File: config.mk
export PLATFORM = sky130hd
export DESIGN_NAME = i2s_rx
export DESIGN_NICKNAME = d
export VERILOG_FILES = /design/src/rtl/i2s_rx.sv
export SDC_FILE = /design/constraint.sdc
export NUM_CORES = 1
export LEC_CHECK = 0
export BUFFER_PORTS_ARGS = -buffer_cell sky130_fd_sc_hd__buf_2
export CORE_UTILIZATION = 52
export DETAILED_ROUTE_END_ITERATION = 8
export GPL_TIMING_DRIVEN = 0
export PLACE_DENSITY = 0.73
export SLEW_MARGIN = 30
export SYNTH_ARGS = -nofsm -noshare
export SYNTH_HDL_FRONTEND = slang
export SYNTH_SLANG_ARGS = --single-unit
export TNS_END_PERCENT = 20
File: constraint.sdc
create_clock -name clk -period 1.8 [get_ports clk]
set_input_delay 0.36 -clock clk [delete_from_list [all_inputs] [get_ports clk]]
set_output_delay 0.36 -clock clk [all_outputs]
set_load 0.02 [all_outputs]
File: src/rtl/i2s_rx.sv
// rtl/i2s_rx.sv - Philips I2S stereo receiver with valid/ready output (optional overrun flag: I2S_RX_OVERRUN_EN)
module i2s_rx #(
  parameter int DW = 24
) (
  input  logic                 clk,
  input  logic                 rst,
  input  logic                 sclk,
  input  logic                 lrclk,
  input  logic                 sdi,
  output logic signed [DW-1:0] l_sample,
  output logic signed [DW-1:0] r_sample,
  output logic                 valid,
  input  logic                 ready,
  output logic                 overrun
);

  localparam int IW = $clog2(DW + 2);
  localparam logic [IW-1:0] IDX_LAST = IW'(DW - 1);
  localparam logic [IW-1:0] IDX_SAT  = IW'(DW + 1);
  localparam logic [IW-1:0] IDX_ONE  = IW'(1);

  typedef enum logic [1:0] {UNLOCKED, LEFT, RIGHT} state_t;

  state_t          state, state_nxt;
  logic            sclk_q, sclk_qq, lrclk_q, sdi_q;
  logic            lr_prev;
  logic [IW-1:0]   idx;
  logic [DW-1:0]   l_shift, r_shift;
  logic            left_done;
  logic            pair_done;

  logic            rise, lr_edge, shift_bit, word_end;
  logic            l_shift_en, r_shift_en, left_end, pair_load;

  // Word boundaries are only meaningful at sclk rising edges; the bit index
  // saturates past the LSB so long slots simply idle until lrclk toggles.
  assign rise      = sclk_q & ~sclk_qq;
  assign lr_edge   = rise & (lrclk_q != lr_prev);
  assign shift_bit = rise & ~lr_edge & (idx <= IDX_LAST);
  assign word_end  = shift_bit & (idx == IDX_LAST);

  // Register the serial inputs once, plus a second sclk stage for edge detection.
  always_ff @(posedge clk) begin
    if (rst) begin
      sclk_q  <= 1'b0;
      sclk_qq <= 1'b0;
      lrclk_q <= 1'b0;
      sdi_q   <= 1'b0;
    end else begin
      sclk_q  <= sclk;
      sclk_qq <= sclk_q;
      lrclk_q <= lrclk;
      sdi_q   <= sdi;
    end
  end

  // Track lrclk at each bit and count bit position inside the current word.
  always_ff @(posedge clk) begin
    if (rst) begin
      lr_prev <= 1'b0;
      idx     <= '0;
    end else if (rise) begin
      lr_prev <= lrclk_q;
      if (lr_edge)
        idx <= '0;
      else if (idx != IDX_SAT)
        idx <= idx + IDX_ONE;
    end
  end

  // Frame lock state register.
  always_ff @(posedge clk) begin
    if (rst) state <= UNLOCKED;
    else     state <= state_nxt;
  end

  // Next-state logic and per-channel shift/complete strobes.
  always_comb begin
    state_nxt  = state;
    l_shift_en = 1'b0;
    r_shift_en = 1'b0;
    left_end   = 1'b0;
    pair_load  = 1'b0;
    case (state)
      UNLOCKED: begin
        if (lr_edge && !lrclk_q) state_nxt = LEFT;
      end
      LEFT: begin
        l_shift_en = shift_bit;
        left_end   = word_end;
        // A right-channel start before the left LSB means a short slot: resync.
        if (lr_edge) state_nxt = left_done ? RIGHT : UNLOCKED;
      end
      RIGHT: begin
        r_shift_en = shift_bit;
        pair_load  = word_end;
        if (lr_edge) state_nxt = LEFT;
      end
      default: state_nxt = UNLOCKED;
    endcase
  end

  // MSB-first shift registers, a left-complete flag and the pair-complete pulse.
  always_ff @(posedge clk) begin
    if (rst) begin
      l_shift   <= '0;
      r_shift   <= '0;
      left_done <= 1'b0;
      pair_done <= 1'b0;
    end else begin
      if (l_shift_en) l_shift <= {l_shift[DW-2:0], sdi_q};
      if (r_shift_en) r_shift <= {r_shift[DW-2:0], sdi_q};
      if (lr_edge)       left_done <= 1'b0;
      else if (left_end) left_done <= 1'b1;
      pair_done <= pair_load;
    end
  end

  // Output pair registers and valid handshake; a new pair always wins.
  always_ff @(posedge clk) begin
    if (rst) begin
      l_sample <= '0;
      r_sample <= '0;
      valid    <= 1'b0;
    end else if (pair_done) begin
      l_sample <= l_shift;
      r_sample <= r_shift;
      valid    <= 1'b1;
    end else if (valid && ready) begin
      valid    <= 1'b0;
    end
  end

`ifdef I2S_RX_OVERRUN_EN
  // Sticky flag: an unaccepted pair was overwritten.
  always_ff @(posedge clk) begin
    if (rst)
      overrun <= 1'b0;
    else if (pair_done && valid && !ready)
      overrun <= 1'b1;
  end
`else
  assign overrun = 1'b0;
`endif

endmodule

==> summary.txt, run 1 <==
Layout
  – Most common cell after layout, fill and taps aside: dfxtp_1
  – N_diodes: 0
  – Fraction of layout cells with a size suffix above 1: 0.187
  – Post-Layout Cell Count: 556
  – FILL cells: 678
  – Final cell area excluding filler cells: 4750 sq um
  – Most frequent cells in the layout: 109 x dfxtp_1, 97 x mux2i_1, 59 x buf_2
  – Synthesis-to-finish area growth: 14.1%
  – Net count, final: 457
  – Layout Utilization: 0.615

Timing
  – Hold_ws: 0.202 ns
  – Normalized max-slew margin: 0.664
  – Period utilization: 0.922
  – Setup violators final: 0
  – Setup TNS: 0 ns
  – Fin crit period: 1.66 ns
  – Fin. Hold Viols: 0
  – RSZ-0062 raised after global routing: no
  – Fin. max-slew vios: 0
  – Actual slew at the worst max-slew pin: 0.503 ns
  – Clk_skew: 0.0130 ns
  – Fmax: 0.603 GHz

Critical path
  – Max FO, Critical Path: 10
  – Crit Path Class: reg -> reg
  – Nature of the critical path endpoint: flip-flop
  – Worst EP required: 2.09 ns
  – Critical path arrival: 1.95 ns
  – R2R depth: 6
  – Startpoint types: flip-flop

Clock network
  – Worst skew pair latency: 0.36 ns
  – Max Buffers Root-to-Sink: 2
  – Clock transition at the registers of the reported paths: 0.10 ns
  – Clock root buffer: clkbuf_8
  – Post-CTS Setup Bufs: 0
  – Total CTS buffers: 9
  – Clk sink count: 111
  – H-tree depth: 3
  – CTS tree: done

Floorplanning
  – I/O pin cnt: 56
  – Row cnt: 32
  – Die height: 91.5 microns
  – Die width: 91.5 microns
  – Initial Util: 0.539
  – CORE AREA: 7730 sq um
  – Die area: 8370 sq um

Detailed routing
  – Routed WL: 7030 microns
  – Routed wire per std cell: 12.6 microns
  – Vias: 2724
  – Number of vias per cell: 4.90
  – Post-DRT Antenna Nets: 0
  – Drt pass-1 iters: 4
  – DRC: 0
  – Initial DRC Count: 78

Synthesis
  – Syn. warnings: 0
  – Number of distinct library cells after synthesis: 30
  – Yosys reg bits: 111
  – Synthesized area: 4170 sq um
  – Cell taking the most area after synthesis: dfxtp_1
  – Area contributors post-synth: dfxtp_1 53%, mux2i_1 23%, nand2b_1 7.5%, nor2_1 5.0%, clkbuf_1 1.1%
  – Post-synthesis sequential area ratio: 0.533
  – Syn_area_per_cell: 10.8 sq um
  – Area fraction of the dominant cell type after synthesis: 0.533
  – Synth Instances: 385
  – Post-Syn Nets: 393

Power and ir drop
  – PwrDens: 829 nW/um^2
  – LEAKAGE: 0.00177 uW
  – Maximum VDD drop: 0.747 mV

Global routing
  – Gr usage total: 0.175
  – Vias in the first global route: 2519
  – First-pass GRT wire length: 11700 microns
  – GRT Residual Overflow: 0
  – Antenna violations before repair: 0
  – Largest net degree at the start of global routing: 19

Placed design
  – GPL Wtd Cong: 0.697
  – Post-DP Area: 4560 sq um
  – # port buffers: 53
  – HPWL Detailed: 5000 microns
  – Dpl cells: 540

Hold path
  – Hold Path Depth: 2
  – Hold WC Path Type: in -> reg

Status
  – Outcome: completed

Run
  – Max cap viols: 0
-- per-stage QoR --
step | power, uW | setup WS (ns)
floorplan | 2600 | 0.254
global placement | 2620 | -0.0132
detailed placement | 2630 | -0.0609
CTS | 3980 | 0.0284
global route | 4090 | 0.0257
finish | 3940 | 0.141
-- power breakdown --
| part | switching [uW] | leakage, uW | internal, uW | total (uW) |
|---|---|---|---|---|
| sequential | 7.23 | 0.000896 | 2460 | 2470 |
| combinational | 58.2 | 0.000787 | 41.3 | 99.4 |
| clock | 818 | 0.0000861 | 553 | 1370 |
| total | 884 | 0.00177 | 3060 | 3940 |
-- sequential cells by signal (all words and copies together) (netlist names) --
register   cells
r_shift       24
state          2
lrclk_q        1
sclk_q         1
sclk_qq        1
pair_done      1
r_sample      24
l_sample      24
valid          1
lr_prev        1
idx            5
left_done      1
sdi_q          1
l_shift       24
-- what timing repair did --
action | CTS | global route
resized for setup | 0 | 5
hold buffers | 0 | 0
endpoints found under the hold margin | 0 | 0
setup endpoints to repair | 0 | 20
-- cell families (layout without fill, tap and decap cells) --
logic type / count (synthesis) / after routing / share of synthesized area
AND/OR/NAND/NOR: 132 / 132 / 0.164
XOR/XNOR: 5 / 5 / 0.0105
multiplexers: 97 / 97 / 0.233
other: 1 / 1 / 0.000900
flip-flops: 111 / 111 / 0.533
adder cells (fa/ha/maj): 2 / 2 / 0.00601
AO/OA/AOI/OAI: 9 / 9 / 0.0126
buffers and inverters: 28 / 97 / 0.0393
-- final timing paths --
check | from | endpoint | slack (ns)
setup reg to reg | lrclk_q | r_shift[5] | 0.14
hold reg to reg | r_shift[23] | r_shift[23] | 0.49
hold / removal | lrclk | lrclk_q | 0.20
setup / recovery | lrclk_q | r_shift[5] | 0.14
-- layout make-up --
class / count / area, sq um / area share
Clock inverter: 5 / 41.3 / 0.00869
Buffer: 25 / 160 / 0.0337
Tap cell: 102 / 128 / 0.0268
Timing Repair Buffer: 53 / 265 / 0.0558
Inverter: 3 / 11.3 / 0.00237
Sequential cell: 111 / 2220 / 0.468
Multi-Input combinational cell: 246 / 1780 / 0.375
Clock buffer: 11 / 141 / 0.0297
-- critical path, cell delays in order, from the launching register on --
cell     delay [ns]
dfxtp_1        0.37
xor2_1         0.16
or3_1          0.34
and3b_1        0.24
buf_6          0.15
buf_12         0.15
mux2i_1        0.19
-- synthesized netlist by cell type --
| cell | count |
|---|---|
| a21oi_1 | 6 |
| a2bb2oi_1 | 1 |
| a41oi_1 | 1 |
| and3b_1 | 1 |
| and4_1 | 1 |
| buf_1 | 1 |
| buf_12 | 2 |
| buf_2 | 6 |
| buf_4 | 3 |
| buf_6 | 1 |
| clkbuf_1 | 12 |
| conb_1 | 1 |
| dfxtp_1 | 111 |
| ha_1 | 2 |
| inv_1 | 3 |
| mux2i_1 | 97 |
| nand2_1 | 4 |
| nand2b_1 | 50 |
| nand3_1 | 3 |
| nand4_1 | 3 |
| nand4b_1 | 1 |
| nor2_1 | 56 |
| nor2b_1 | 7 |
| nor3b_1 | 1 |
| nor4b_1 | 1 |
| o21ai_0 | 1 |
| or2_2 | 2 |
| or3_1 | 2 |
| xnor2_1 | 1 |
| xor2_1 | 4 |
-- per-layer routing --
layer | wire length [microns] | vias up | part of all wire | track usage
met5 | 0 | - | 0 | 0
met4 | 100 | 0 | 0.014 | 0.0754
met3 | 181 | 9 | 0.026 | 0.0335
met2 | 3210 | 41 | 0.46 | 0.278
met1 | 3540 | 1271 | 0.50 | 0.233
li1 | - | 1403 | - | -
Note: power is estimated with default switching activity, not from simulation.
==> inputs of run 2 (changes only) <==
CELL_PAD_IN_SITES_DETAIL_PLACEMENT = 0   (was unset)
CELL_PAD_IN_SITES_GLOBAL_PLACEMENT = 1   (was unset)
CORE_UTILIZATION = 44   (was 52)
PLACE_DENSITY = unset   (was 0.73)
PLACE_DENSITY_LB_ADDON = 0.1   (was unset)
==> run 2 against run 1 <==
- total power increased by 0.96%
- largest power group unchanged
- critical path type unchanged
- sequential share of layout area decreased by 0.22 points
- combinational power decreased by 0.8%
==> summary.txt, run 2 (same netlist as run 1, synthesis figures left out) <==
Placed design
  – HPWL Detailed: 5080 microns
  – Post-DP Area: 4570 sq um
  – # port buffers: 53
  – GPL Wtd Cong: 0.697
  – Pre-CTS setup slack: -0.0625 ns

Critical path
  – CP top delay family: simple AND/OR/NAND/NOR gates
  – Nature of the critical path endpoint: flip-flop
  – Critical path arrival: 1.93 ns
  – Worst EP required: 2.09 ns
  – WP buf/inv: 2
  – Worst path cell trace: xor2_1, or3_1, and3b_1, buf_6, buf_12, mux2i_1
  – Slowest stage delay, CP: 0.35 ns
  – Max FO, Critical Path: 10
  – Crit Path Class: reg -> reg
  – R2r setup slk: 0.16 ns
  – CP max-delay cell: dfxtp_1
  – Startpoint types: flip-flop
  – RR Endpoint: r_shift[15]
  – R2R Path Start: lr_prev
  – R2R depth: 6

Floorplanning
  – Die height: 99.3 microns
  – Die area: 9860 sq um
  – Initial Util: 0.453
  – Row cnt: 35
  – I/O pin cnt: 56
  – Die width: 99.3 microns
  – CORE AREA: 9200 sq um

Global routing
  – Largest net degree at the start of global routing: 19
  – First-pass GRT wire length: 12600 microns
  – GRT Residual Overflow: 0
  – Antenna violations before repair: 0
  – Vias in the first global route: 2599
  – Gr usage total: 0.161

Detailed routing
  – Initial DRC Count: 48
  – Number of vias per cell: 4.85
  – Drt pass-1 iters: 4
  – Post-DRT Antenna Nets: 0
  – Routed WL: 7170 microns
  – Routed wire per std cell: 12.7 microns
  – Vias: 2738
  – DRC: 0

Hold path
  – Hold EP: sclk_q
  – Hold WC Path Type: in -> reg
  – Hold Path Depth: 2
  – Hold path start: sclk

Timing
  – Clk_skew: 0.0145 ns
  – Final setup margin: 0.164 ns
  – Fin. max-slew vios: 0
  – Fin. Hold Viols: 0
  – Fmax: 0.611 GHz
  – RSZ-0062 raised after global routing: no
  – Fin crit period: 1.64 ns
  – Period utilization: 0.909
  – Setup violators final: 0

Layout
  – Area of the multi-input gates: 1780 sq um
  – Synthesis-to-finish area growth: 14.7%
  – Final cell area excluding filler cells: 4780 sq um
  – Sequential standard cell area: 2220 sq um
  – Net count, final: 457
  – Fraction of layout cells with a size suffix above 1: 0.189
  – N_diodes: 0
  – FILL cells: 882
  – Most common cell after layout, fill and taps aside: dfxtp_1
  – Most frequent cells in the layout: 109 x dfxtp_1, 97 x mux2i_1, 58 x buf_2

Clock network
  – Clock transition at the registers of the reported paths: 0.10 ns
  – Total CTS buffers: 9
  – Clock root buffer: clkbuf_8
  – CTS tree: done
  – Clk sink count: 111
  – Worst skew pair latency: 0.37 ns
  – H-tree depth: 3
  – Post-CTS Setup Bufs: 0
  – Max Buffers Root-to-Sink: 2

Power and ir drop
  – PwrDens: 833 nW/um^2
  – Total power: 3980 uW
  – Maximum VDD drop: 0.321 mV
  – LEAKAGE: 0.00178 uW

Status
  – Outcome: completed

Run
  – Max cap viols: 0
==> run 2: changes by cell type in the layout (fill, tap and decap cells not counted), sizes merged <==
cell      previous run  this run
buf                 66        65
clkinvlp             2         0
clkinv               2         4
clkbuf              23        24
==> run 2: what timing repair did <==
action | CTS | global route
resized for setup | 2 | 4
endpoints found under the setup margin | 1 | 20
hold buffers | 0 | 0
==> run 2: how the worst max path moves through the flow <==
stage                     startpoint          end  slack [ns]  cells past startpoint
after floorplan               idx[0]  l_shift[10]        0.25                      7
after global placement           rst     state[0]       -0.07                      4
after detailed placement         rst  r_sample[1]       -0.06                      4
after CTS                     idx[0]  l_shift[21]        0.03                      7
after global routing          idx[0]   l_shift[4]        0.01                      7
final                        lr_prev  r_shift[15]        0.16                      6
==> run 2: report_power, final <==
group	internal [uW]	leakage (uW)	switching (uW)
clock network	590	0.0000999	820
logic	41.3	0.000786	57.3
registers	2460	0.000896	6.61
total	3090	0.00178	884
==> run 2: final cells by class <==
type / instances / share of cell area
multi-input cells: 246 / 0.373
flip-flops and latches: 111 / 0.466
inverters: 3 / 0.00236
clock buffers: 11 / 0.0317
repair buffers: 53 / 0.0555
plain buffers: 25 / 0.0341
clock inverters: 5 / 0.00838
well taps: 111 / 0.0291
==> run 2: layer usage <==
metal,share of wire,vias to the layer above,GRT usage
met1,0.50,1269,0.213
met3,0.044,6,0.0499
met4,0.0089,0,0.0407
met2,0.45,44,0.255
met5,0,-,0
li1,-,1419,-
==> run 2: worst register-to-register path, cell delays in order (launching register included) <==
cell and delay (ns):
dfxtp_1 0.35, xor2_1 0.17, or3_1 0.34, and3b_1 0.24
buf_6 0.15, buf_12 0.15, mux2i_1 0.18
==> run 2: stage by stage <==
step	hold WS, ns	TNS [ns]	instances	utilization
finish	0.195	0	565	0.519
global route	0.183	0	565	0.519
CTS	0.188	0	565	0.519
detailed placement	0.464	-1.26	549	0.497
global placement	0.466	-1.52	549	0.497
floorplan	0.440	0	385	-
